===== src/rtl/risc8_sequencer.sv =====
// risc8_sequencer: multi-cycle control sequencer for the RISC-8 core.
// Turns the decoder's instruction class into PC, SP, memory and stall/flush
// controls. The class is latched on entry to a multi-cycle sequence, so the
// decoder inputs only matter in EXEC.
// Optional build macro RISC8_SEQ_WAIT_EN: memory accesses (MEM state and each
// stack byte) wait for mem_ready; without it mem_ready is ignored and every
// access completes in one cycle.
module risc8_sequencer #(
    parameter int PC_W = 16
) (
    input  logic       clk,
    input  logic       reset,
    input  logic       instr_valid,
    input  logic [4:0] instr,
    input  logic       cond_true,
    input  logic       next_2word,
    input  logic       mem_ready,
    output logic       stall,
    output logic       pc_inc,
    output logic       pc_load,
    output logic [1:0] pc_src,
    output logic       sp_dec,
    output logic       sp_inc,
    output logic       stack_hi,
    output logic       mem_re,
    output logic       mem_we,
    output logic       pm_re,
    output logic       flush
);

    // Return addresses wider than a byte take two stack bytes.
    localparam logic [1:0] NBYTES = (PC_W > 8) ? 2'd2 : 2'd1;

    localparam logic [4:0] C_LDS   = 5'h0a;
    localparam logic [4:0] C_LD0   = 5'h0b;
    localparam logic [4:0] C_LD1   = 5'h0c;
    localparam logic [4:0] C_LPM   = 5'h0d;
    localparam logic [4:0] C_POP   = 5'h0e;
    localparam logic [4:0] C_PUSH  = 5'h0f;
    localparam logic [4:0] C_RET   = 5'h10;
    localparam logic [4:0] C_SKIP0 = 5'h11;
    localparam logic [4:0] C_SKIP1 = 5'h12;
    localparam logic [4:0] C_BR    = 5'h13;
    localparam logic [4:0] C_JMP   = 5'h14;
    localparam logic [4:0] C_CALL  = 5'h15;
    localparam logic [4:0] C_IJMP  = 5'h16;
    localparam logic [4:0] C_RJMP  = 5'h17;
    localparam logic [4:0] C_RCALL = 5'h18;
    localparam logic [4:0] C_SKIP2 = 5'h19;

    typedef enum logic [2:0] {
        S_EXEC,
        S_OPERAND,
        S_MEM,
        S_LPM,
        S_PUSH,
        S_POP,
        S_SKIP,
        S_FLUSH
    } state_t;

    state_t     state, state_nxt;
    logic [4:0] cls, cls_nxt;     // class of the sequence in progress
    logic [1:0] cnt, cnt_nxt;     // stack byte / skip word counter
    logic       two, two_nxt;     // skipped instruction is two words
    logic       done;             // current memory access completes this cycle

`ifdef RISC8_SEQ_WAIT_EN
    assign done = mem_ready;
`else
    logic unused_mem_ready;
    assign unused_mem_ready = mem_ready;
    assign done = 1'b1;
`endif

    // Sequencer state register; reset aborts any sequence in progress.
    always_ff @(posedge clk) begin
        if (reset) begin
            state <= S_EXEC;
            cls   <= 5'd0;
            cnt   <= 2'd0;
            two   <= 1'b0;
        end else begin
            state <= state_nxt;
            cls   <= cls_nxt;
            cnt   <= cnt_nxt;
            two   <= two_nxt;
        end
    end

    // Next state and combinational control outputs; all quiet during reset.
    always_comb begin
        state_nxt = state;
        cls_nxt   = cls;
        cnt_nxt   = cnt;
        two_nxt   = two;
        stall     = 1'b0;
        pc_inc    = 1'b0;
        pc_load   = 1'b0;
        pc_src    = 2'd0;
        sp_dec    = 1'b0;
        sp_inc    = 1'b0;
        stack_hi  = 1'b0;
        mem_re    = 1'b0;
        mem_we    = 1'b0;
        pm_re     = 1'b0;
        flush     = 1'b0;
        if (!reset) begin
            case (state)
                S_EXEC: begin
                    if (instr_valid) begin
                        cls_nxt = instr;
                        cnt_nxt = 2'd0;
                        two_nxt = 1'b0;
                        case (instr)
                            C_LDS, C_CALL, C_JMP: begin
                                pc_inc    = 1'b1;
                                stall     = 1'b1;
                                state_nxt = S_OPERAND;
                            end
                            C_LD0, C_LD1: begin
                                mem_re    = 1'b1;
                                stall     = 1'b1;
                                state_nxt = S_MEM;
                            end
                            C_LPM: begin
                                pm_re     = 1'b1;
                                stall     = 1'b1;
                                state_nxt = S_LPM;
                            end
                            C_POP: begin
                                sp_inc    = 1'b1;
                                mem_re    = 1'b1;
                                stall     = 1'b1;
                                state_nxt = S_MEM;
                            end
                            C_PUSH: begin
                                sp_dec = 1'b1;
                                mem_we = 1'b1;
                                pc_inc = 1'b1;
                            end
                            C_RET: begin
                                stall     = 1'b1;
                                state_nxt = S_POP;
                            end
                            C_SKIP0, C_SKIP1, C_SKIP2: begin
                                pc_inc = 1'b1;
                                if (cond_true) begin
                                    flush     = 1'b1;
                                    two_nxt   = next_2word;
                                    state_nxt = S_SKIP;
                                end
                            end
                            C_BR: begin
                                if (cond_true) begin
                                    pc_load   = 1'b1;
                                    pc_src    = 2'd0;
                                    state_nxt = S_FLUSH;
                                end else begin
                                    pc_inc = 1'b1;
                                end
                            end
                            C_IJMP: begin
                                pc_load   = 1'b1;
                                pc_src    = 2'd2;
                                state_nxt = S_FLUSH;
                            end
                            C_RJMP: begin
                                pc_load   = 1'b1;
                                pc_src    = 2'd0;
                                state_nxt = S_FLUSH;
                            end
                            C_RCALL: begin
                                pc_inc    = 1'b1;
                                stall     = 1'b1;
                                state_nxt = S_PUSH;
                            end
                            default: pc_inc = 1'b1;
                        endcase
                    end
                end
                S_OPERAND: begin
                    case (cls)
                        C_LDS: begin
                            pc_inc    = 1'b1;
                            mem_re    = 1'b1;
                            stall     = 1'b1;
                            state_nxt = S_MEM;
                        end
                        C_CALL: begin
                            pc_inc    = 1'b1;
                            stall     = 1'b1;
                            state_nxt = S_PUSH;
                        end
                        C_JMP: begin
                            pc_load   = 1'b1;
                            pc_src    = 2'd1;
                            state_nxt = S_FLUSH;
                        end
                        default: state_nxt = S_EXEC;
                    endcase
                end
                S_MEM: begin
                    // Strobe held until the access completes; LDS already
                    // advanced the PC past both of its words.
                    mem_re = 1'b1;
                    if (done) begin
                        pc_inc    = (cls != C_LDS);
                        state_nxt = S_EXEC;
                    end else begin
                        stall = 1'b1;
                    end
                end
                S_LPM: begin
                    pc_inc    = 1'b1;
                    flush     = 1'b1;
                    state_nxt = S_EXEC;
                end
                S_PUSH: begin
                    // Low byte first; SP only moves when the byte completes.
                    if (cnt < NBYTES) begin
                        mem_we   = 1'b1;
                        stall    = 1'b1;
                        stack_hi = (cnt == 2'd1);
                        if (done) begin
                            sp_dec  = 1'b1;
                            cnt_nxt = cnt + 2'd1;
                        end
                    end else begin
                        pc_load   = 1'b1;
                        pc_src    = (cls == C_RCALL) ? 2'd0 : 2'd1;
                        cnt_nxt   = 2'd0;
                        state_nxt = S_FLUSH;
                    end
                end
                S_POP: begin
                    // High byte first when the return address spans two bytes.
                    if (cnt < NBYTES) begin
                        mem_re   = 1'b1;
                        stall    = 1'b1;
                        stack_hi = (NBYTES == 2'd2) && (cnt == 2'd0);
                        if (done) begin
                            sp_inc  = 1'b1;
                            cnt_nxt = cnt + 2'd1;
                        end
                    end else begin
                        pc_load   = 1'b1;
                        pc_src    = 2'd3;
                        cnt_nxt   = 2'd0;
                        state_nxt = S_FLUSH;
                    end
                end
                S_SKIP: begin
                    pc_inc = 1'b1;
                    if (two && (cnt == 2'd0)) begin
                        cnt_nxt = 2'd1;
                    end else begin
                        cnt_nxt   = 2'd0;
                        two_nxt   = 1'b0;
                        state_nxt = S_EXEC;
                    end
                end
                S_FLUSH: begin
                    flush     = 1'b1;
                    pc_inc    = 1'b1;
                    state_nxt = S_EXEC;
                end
                default: state_nxt = S_EXEC;
            endcase
        end
    end

endmodule


===== config.mk =====
export PLATFORM = sky130hd
export DESIGN_NAME = risc8_sequencer
export DESIGN_NICKNAME = d
export VERILOG_FILES = /design/src/rtl/risc8_sequencer.sv
export SDC_FILE = /design/constraint.sdc
export NUM_CORES = 1
export LEC_CHECK = 0
export BUFFER_PORTS_ARGS = -buffer_cell sky130_fd_sc_hd__buf_2
export CORE_ASPECT_RATIO = 1.25
export CORE_MARGIN = 1.5
export CORE_UTILIZATION = 30
export DETAILED_ROUTE_END_ITERATION = 12
export MAX_ROUTING_LAYER = met4
export PLACE_DENSITY = 0.54
export REMOVE_ABC_BUFFERS = 1
export SYNTH_ARGS = -nofsm -noshare
export SYNTH_HDL_FRONTEND = slang
export SYNTH_SLANG_ARGS = --single-unit

===== constraint.sdc =====
create_clock -name clk -period 2.11 [get_ports clk]
set_input_delay 0.422 -clock clk [delete_from_list [all_inputs] [get_ports clk]]
set_output_delay 0.422 -clock clk [all_outputs]
set_load 0.1 [all_outputs]

==> results.ini <==
[cts]
clock-root-buffer=clkbuf_8
numCtsBuffers=3
clk_pin_slew_ns=0.05
cts_buffer_depth=2
numClockSinks=11
cts_htree_levels=1
cts_tree=done
worstSkewPairLatency_ns=0.23
cts-hold-fix-buffers=0

[sta]
skew_ns=0.000652
hold_slack_ns=0.505
min_period_over_period_pct=107
drv_slew=0
min_period_ns=2.25
tightestPinTransition_ns=0.497
setup_slack_ns=-0.142
hold_viol=0
rsz0062_at_grt=yes
setup_violations=5
relSlewSlack_pct=66.4
timing.fmax_mhz=444

[flow_run]
maxCapViolations=0

[grt]
grt_first_pass_wirelength_um=6670
grt_start_max_net_pins=16
overflow=0
antenna_found_initial=0
grt_use_total_pct=20.9
grt_pass1_vias=1501

[floorplanning]
rows=24
die_h_um=70.6
fp.coreArea_mm2=0.00348
ios=23
start_util_pct=31.5
dieArea_mm2=0.00403
die_w_um=57.1

[cells_and_area]
syn_to_final_growth_pct=85.3
layout.area.seq_um2=231
multi_input_area_um2=973
final_common_cell=buf_4
drive_above_1_share_pct=53.2
n_antenna_cell=0
final_net_count=228
nFillCells=306
mostFrequentLayoutCells=buf_4, nand2_1, a21oi_1, buf_6, buf_12

[routing]
drt_first_pass_iters=4
vias=1457
drtIter0Drc=49
wl_um=4150
viasPerCell=5.71
postRouteAntennaNets=0
post_drt_wl_per_cell_um=16.3
drc=0

[synthesis]
synthFlopType=dfxtp_1
synth_area_mm2=0.00110
synth-seq-cells=11
yosysSeqAreaShare_pct=20.1
synth.avg_cell_area_um2=7.03
yosysTopAreaCell=dfxtp_1
yosysUniqueCellTypes=47
synth_warnings=0
synth_top_area_share_pct=20.1
synthCells=156
yosys-top-cells-area=dfxtp_1, a21oi_1, nand2_1
synthArstFlopShare_pct=0
synth_edf_count=0

[critical_path]
crit_arrival_ns=1.83
critPathCaptureType=output port
cp.required_ns=1.69
startpoint_type=flip-flop
critical_path_peak_fanout=2
critical_path_class=flip-flop to output port

[run_status]
outcome=finished with violations
violations=setup timing

[placed_design]
gp_congestion=0.896
place_ws_ns=-0.258
port_buffers=21
dp_hpwl_um=2780

[power_and_ir_drop]
power.density_mw_per_mm2=517
power_leakage_nw=0.802
intPower_w=0.000635
p_sw_share_pct=39.7
comb_power_share_pct=55.7
p_seq_share_pct=24.8
clock_power_share_pct=19.5
peakVddDrop_uv=472
power.switching_w=0.000417

[hold_path]
hp-class=flip-flop to flip-flop

[cells in the mapped netlist (3+ instances only)]
cell	n
a21oi_1	23
a31oi_1	3
buf_6	3
clkbuf_1	8
dfxtp_1	11
nand2_1	22
nand2b_1	6
nand3_1	4
nand4_1	4
nor2_1	9
nor2b_1	4
nor3_1	3
nor3b_1	3
nor4_1	3
nor4bb_1	3
o21a_1	3
o21ai_0	3
[area by class of cell]
cell class	count	share of cell area (%)
clock buffer	4	2.22
inverter	2	0.369
multi-input combinational	128	47.9
sequential	11	11.4
tap	39	2.40
timing repair buffer	71	35.8
[final timing paths]
path                            slack, ns    from        end  cells past startpoint
worst min register to register       0.51  cls[4]     cls[4]                      2
worst min-delay path                 0.51  cls[4]     cls[4]                      2
worst max-delay path                -0.14  cls[3]  pc_src[0]                      7
worst max register to register       0.43  cls[3]   state[1]                      7
[power by group through the flow]
stage               Clock, W  Sequential, W  Combinational (W)
finish              0.000205       0.000260           0.000586
global route        0.000224       0.000262           0.000619
CTS                 0.000212       0.000252           0.000547
detailed placement         0       0.000252           0.000478
global placement           0       0.000250           0.000472
floorplan                  0       0.000266           0.000246
[cells by family (layout without fill, tap and decap cells)]
kind of cell | count (synthesis) | count (layout) | share of synthesized area (%)
AO/OA/AOI/OAI | 48 | 48 | 28.2
XOR/XNOR | 1 | 1 | 0.798
buffers and inverters | 17 | 77 | 8.44
flip-flops | 11 | 11 | 20.1
multiplexers | 2 | 2 | 1.82
AND/OR/NAND/NOR | 77 | 77 | 40.7
[registers in the layout, summed over array words and instances (netlist names)]
register,cells
cls,5
cnt,2
state,3
two,1
[per-stage QoR]
stage	cell area [um^2]	util (%)	total power (W)	std cells	setup TNS, ns
final	2030	58.4	0.00105	255	-0.586
after global routing	2030	58.4	0.00111	255	-1.12
after CTS	1940	55.8	0.00101	252	-0.554
after detailed placement	1650	47.5	0.000730	242	-0.802
after global placement	1650	47.5	0.000722	242	-0.777
after floorplan	1010	-	0.000512	141	-19.32
[routing by layer]
metal	up-vias	routed length [um]	GRT usage [%]	part of all wire, %
li1	695	-	-	-
met3	15	148	2.38	3.6
met1	706	1730	24.4	42
met2	41	2140	35.8	52
met5	-	0	-	0
met4	0	121	8.79	2.9
[worst max-delay path: stages (launching register included)]
cell,delay (ns)
dfxtp_2,0.32
nand4bb_4,0.23
nor3b_2,0.21
mux2i_1,0.12
or2_4,0.27
buf_6,0.13
a21oi_4,0.14
buf_12,0.19
[timing repair]
action,CTS,global route
pin swaps,19,9
setup endpoints to repair,10,11
resized for setup,44,16
setup buffers,7,3
(Power assumes the default switching activity.)
